`config.mk`:
```
export PLATFORM = sky130hd
export DESIGN_NAME = pipe_pc_ctrl
export DESIGN_NICKNAME = d
export VERILOG_FILES = /design/src/rtl/pipe_pkg.sv /design/src/rtl/pipe_irq_sync.sv /design/src/rtl/pipe_pc_ctrl.sv
export SDC_FILE = /design/constraint.sdc
export NUM_CORES = 1
export LEC_CHECK = 0
export CORE_UTILIZATION = 31
export DETAILED_ROUTE_END_ITERATION = 10
export PLACE_DENSITY = 0.77
export SYNTH_ARGS = -nofsm -noshare
export SYNTH_HDL_FRONTEND = slang
export SYNTH_SLANG_ARGS = --single-unit
```
`constraint.sdc`:
```
create_clock -name clk -period 2.6 [get_ports clk]
set_clock_uncertainty 0.2 [all_clocks]
set_input_delay 0.52 -clock clk [delete_from_list [all_inputs] [get_ports clk]]
set_output_delay 0.52 -clock clk [all_outputs]
set_load 0.02 [all_outputs]
```
`src/rtl/pipe_pkg.sv`:
```
// Shared definitions for the pipeline PC-control unit: PC-select codes,
// exception vectors and the control FSM state type.
package pipe_pkg;

    localparam logic [2:0] PCSRC_PLUS4  = 3'b000;
    localparam logic [2:0] PCSRC_BRANCH = 3'b001;
    localparam logic [2:0] PCSRC_JUMP   = 3'b010;
    localparam logic [2:0] PCSRC_JR     = 3'b011;
    localparam logic [2:0] PCSRC_ILLOP  = 3'b100;
    localparam logic [2:0] PCSRC_XADR   = 3'b101;

    localparam logic [31:0] ILLOP_VEC = 32'h8000_0004;
    localparam logic [31:0] XADR_VEC  = 32'h8000_0008;

    typedef enum logic [1:0] {
        ST_RUN   = 2'd0,
        ST_STALL = 2'd1,
        ST_WAIT  = 2'd2
    } state_t;

endpackage

```
`src/rtl/pipe_irq_sync.sv`:
```
// Two-flop synchronizer for the asynchronous irq line plus the sticky pending
// flag that holds a request until the control unit takes it.
module pipe_irq_sync (
    input  logic clk,
    input  logic reset,
    input  logic irq,
    input  logic take,
    output logic pend
);

    logic [1:0] sync;

    // NOTE: sequential state uses non-blocking assignments so every flop
    // samples the pre-edge value of its neighbours, giving a true shift chain.
    always_ff @(posedge clk or negedge reset) begin
        if (!reset) begin
            sync <= 2'b00;
            pend <= 1'b0;
        end else begin
            sync <= {sync[0], irq};
            pend <= sync[1] | (pend & ~take);
        end
    end

endmodule

```
`src/rtl/pipe_pc_ctrl.sv`:
```
// PC-control and hazard unit: selects the next PC and holds/flushes IF/ID and
// ID/EX. Interrupt entry is built only when PIPE_IRQ_EN is defined.
module pipe_pc_ctrl
    import pipe_pkg::*;
#(
    parameter int LOAD_STALL = 1
) (
    input  logic       clk,
    input  logic       reset,
    input  logic       imem_ready,
    input  logic       pc_super,
    input  logic       id_valid,
    input  logic       id_jump,
    input  logic       id_jr,
    input  logic       id_illop,
    input  logic [4:0] id_rs,
    input  logic [4:0] id_rt,
    input  logic       id_uses_rt,
    input  logic       ex_memread,
    input  logic [4:0] ex_rt,
    input  logic       ex_branch_taken,
    input  logic       irq,
    output logic       PCWrite,
    output logic [2:0] PCSrc,
    output logic       ifid_write,
    output logic       ifid_flush,
    output logic       idex_flush,
    output logic       epc_write,
    output logic       irq_ack
);

    localparam logic [1:0] STALL_INIT = 2'(LOAD_STALL - 1);

    state_t     state, state_nxt;
    logic [1:0] cnt, cnt_nxt;
    logic       irq_pend;
    logic       irq_hit;
    logic       load_use;

`ifdef PIPE_IRQ_EN
    pipe_irq_sync u_irq_sync (
        .clk  (clk),
        .reset(reset),
        .irq  (irq),
        .take (irq_ack),
        .pend (irq_pend)
    );
`else
    logic unused_irq;
    assign unused_irq = irq;
    assign irq_pend   = 1'b0;
`endif

    assign irq_hit  = id_valid & irq_pend & ~pc_super;
    assign load_use = id_valid & ex_memread & (ex_rt != 5'd0) &
                      ((ex_rt == id_rs) | (id_uses_rt & (ex_rt == id_rt)));

    // NOTE: every signal written here gets a default first, so no path
    // through the priority chain can leave one unassigned and infer a latch.
    always_comb begin
        PCWrite    = 1'b0;
        PCSrc      = PCSRC_PLUS4;
        ifid_write = 1'b0;
        ifid_flush = 1'b0;
        idex_flush = 1'b0;
        epc_write  = 1'b0;
        irq_ack    = 1'b0;
        state_nxt  = ST_RUN;
        cnt_nxt    = 2'd0;

        if (ex_branch_taken) begin
            PCSrc      = PCSRC_BRANCH;
            PCWrite    = 1'b1;
            ifid_flush = 1'b1;
            idex_flush = 1'b1;
        end else if (id_valid && id_illop) begin
            PCSrc      = PCSRC_ILLOP;
            PCWrite    = 1'b1;
            ifid_flush = 1'b1;
            idex_flush = 1'b1;
            epc_write  = 1'b1;
        end else if (irq_hit) begin
            PCSrc      = PCSRC_XADR;
            PCWrite    = 1'b1;
            ifid_flush = 1'b1;
            idex_flush = 1'b1;
            epc_write  = 1'b1;
            irq_ack    = 1'b1;
        end else if (state == ST_STALL) begin
            // Remaining bubbles are forced regardless of the current hazard inputs.
            idex_flush = 1'b1;
            if (cnt > 2'd1) begin
                cnt_nxt   = cnt - 2'd1;
                state_nxt = ST_STALL;
            end
        end else if (load_use) begin
            idex_flush = 1'b1;
            cnt_nxt    = STALL_INIT;
            state_nxt  = (STALL_INIT != 2'd0) ? ST_STALL : ST_RUN;
        end else if (id_valid && (id_jump || id_jr)) begin
            PCSrc      = id_jump ? PCSRC_JUMP : PCSRC_JR;
            PCWrite    = 1'b1;
            ifid_flush = 1'b1;
        end else if (!imem_ready) begin
            idex_flush = 1'b1;
            state_nxt  = ST_WAIT;
        end else begin
            PCWrite    = 1'b1;
            ifid_write = 1'b1;
        end

        // Outputs are forced quiet for as long as reset is held low.
        if (!reset) begin
            PCWrite    = 1'b0;
            PCSrc      = PCSRC_PLUS4;
            ifid_write = 1'b0;
            ifid_flush = 1'b0;
            idex_flush = 1'b0;
            epc_write  = 1'b0;
            irq_ack    = 1'b0;
        end
    end

    always_ff @(posedge clk or negedge reset) begin
        if (!reset) begin
            state <= ST_RUN;
            cnt   <= 2'd0;
        end else begin
            state <= state_nxt;
            cnt   <= cnt_nxt;
        end
    end

endmodule
```
==> results.py, run 1 <==
metrics = {
    "status": {
        "outcome": "finished, violations left",
        "failed_checks": "negative setup slack",
    },
    "setup_path": {
        "critPathKind": "primary input to primary output",
        "crit_path_end_kind": "primary output",
        "required_ns": 1.88,
        "cp.arrival_ns": 1.91,
        "start_kind": "primary input",
        "path_max_fanout": 2,
    },
    "layout": {
        "final_common_cell": "buf_4",
        "nFillCells": 101,
        "fin_nets": 133,
        "syn_to_final_growth_pct": 122,
        "num_antenna_cells": 0,
        "fin_area_um2": 993,
        "drive_gt1_frac": 0.394,
        "layout_common_cells": "buf_4, clkdlybuf4s50_1, xnor2_1",
    },
    "grt": {
        "grtUsageTotal": 0.209,
        "grt_pass1_wl_um": 2240,
        "grt_pass1_vias": 552,
        "overflow": 0,
        "antenna_found_initial": 0,
        "grt_max_degree": 9,
    },
    "timing": {
        "min_period_ns": 2.63,
        "fin_ws_ns": -0.0264,
        "fin_worst_hold_slack_ns": 0.218,
        "finalMaxSlewViolations": 0,
        "final-hold-violation-count": 0,
        "fin_crit_sh": 1.01,
        "setup_viol": 1,
        "rsz0062_at_grt": "yes",
        "fmax_mhz": 381,
    },
    "clocking": {
        "worst_skew_pair.late_latency_ns": 0.23,
        "clockBufferDepth": 2,
        "htreeDepth": 1,
        "clock-sinks": 4,
        "cts_root_buf": "clkbuf_4",
        "cts_made_buffers": 3,
        "cts_tree": "yes",
        "hold_buffers": 0,
        "clk_pin_slew_ns": 0.04,
    },
    "route": {
        "first_pass_iters": 4,
        "wl_per_cell_um": 14.0,
        "vias": 604,
        "post-route-drc-count": 0,
        "drt_iter0_drc": 10,
        "antenna_left": 0,
        "wl_um": 1670,
        "via_per_inst": 5.08,
    },
    "floorplan": {
        "rows": 13,
        "core_um2": 1320,
        "die_w_um": 40.0,
        "fp.dieArea_um2": 1600,
        "die_h_um": 40.0,
        "io_pins": 36,
        "start_util": 0.339,
    },
    "worst_hold_path": {
        "worstHoldPathType": "register to register",
    },
    "power_and_ir_drop": {
        "p_per_area_nw_per_um2": 291,
        "leakage_nw": 0.492,
        "ir_drop_mv": 0.298,
    },
    "logic_synthesis": {
        "yosysWarnings": 0,
        "ys_seq_area_frac": 0.224,
        "synth.avg_cell_area_um2": 8.43,
        "synthCells": 53,
        "syn_nets": 80,
        "synth-seq-cells": 4,
        "yosysUniqueCellTypes": 24,
        "syn_area_um2": 447,
    },
    "place": {
        "finalWeightedCongestion": 0.775,
        "hpwl_um": 1260,
        "port_buffers": 32,
        "dpl_cell_area_um2": 887,
    },
    "flow_run": {
        "maxCapViolations": 0,
    },
}
==> path summary, 6_finish.rpt <==
path	end	slack, ns	cells past startpoint	from
max	PCWrite	-0.03	6	ex_rt[2]
min	cnt[0]	0.22	1	cnt[0]
min in group asynchronous	state[1]	0.48	2	reset
max reg2reg	state[1]	1.20	4	state[1]
min reg2reg	cnt[0]	0.22	1	cnt[0]
max in group asynchronous	cnt[0]	1.61	2	reset
==> power breakdown <==
group	switching [W]	internal [W]	total, W
logic	0.0000628	0.0000885	0.000151
clock network	0.0000229	0.0000515	0.0000744
registers	0.000000368	0.0000633	0.0000637
==> area by class of cell <==
class                           count  area (um^2)  share of cell area
Clock buffer                        3         22.5              0.0227
Sequential cell                     4          100               0.101
Tap cell                           15         18.8              0.0189
Timing Repair Buffer               51          470               0.474
Multi-Input combinational cell     46          382               0.384
==> cells by family after synthesis <==
| logic type | share of synthesized area |
|---|---|
| XOR/XNOR | 0.196 |
| buffers and inverters | 0.0420 |
| AND/OR/NAND/NOR | 0.258 |
| flip-flops | 0.224 |
| other | 0.00840 |
| AO/OA/AOI/OAI | 0.272 |
==> synthesized netlist by cell type, drive strengths merged <==
library cell | instances | area, um^2
and2 | 1 | 6.26
a31o | 1 | 8.76
nor2b | 1 | 6.26
o21ai | 2 | 10.0
o311ai | 1 | 8.76
nand2 | 5 | 18.8
nor2 | 1 | 3.75
o21bai | 1 | 7.51
a21oi | 4 | 20.0
clkbuf | 1 | 3.75
buf | 2 | 15.0
a2bb2oi | 1 | 8.76
nand2b | 2 | 12.5
a2111oi | 1 | 15.0
o311a | 1 | 21.3
and4b | 2 | 20.0
o21a | 2 | 15.0
conb | 1 | 3.75
or3 | 3 | 18.8
xnor2 | 10 | 87.6
nand3 | 2 | 10.0
nand4 | 3 | 18.8
dfrtp | 4 | 100
o22ai | 1 | 6.26
==> worst max-delay path, stage by stage <==
cell	delay, ns
buf_6	0.09
or3_4	0.37
o311a_4	0.32
or3_4	0.38
o311ai_4	0.07
buf_6	0.15
==> timing repair <==
item / in CTS / in global routing
setup endpoints to repair: 8 / 8
resized for setup: 56 / 17
setup buffers: 1 / 2
pin swaps: 6 / 5
==> registers in the layout, summed over array words and instances, names as in the netlist <==
signal and count:
cnt 2, state 2
==> metrics by stage <==
stage	TNS, ns	power (W)	cells	worst slack, ns	utilization
global placement	-4.74	0.000198	113	-0.829	0.673
global route	-0.192	0.000307	119	-0.0579	0.754
floorplan	0	0.000117	53	0.0963	-
finish	-0.0264	0.000289	119	-0.0264	0.754
detailed placement	-5.00	0.000202	113	-0.870	0.673
CTS	-0.0946	0.000276	117	-0.0946	0.685
==> per-layer routing <==
metal	GRT usage	vias to the layer above	wire length, um
li1	-	297	-
met4	0.0517	0	0
met1	0.211	282	657
met3	0.0500	0	177
met5	0	-	0
met2	0.415	25	832
Note: power is estimated with default switching activity, not from simulation.
==> run 2, diff against run 1 <==
HOLD_SLACK_MARGIN = 0.03   (was unset)
==> results of run 2 <==
Same layout as run 1: the final DEF is identical, and so are final timing and power.
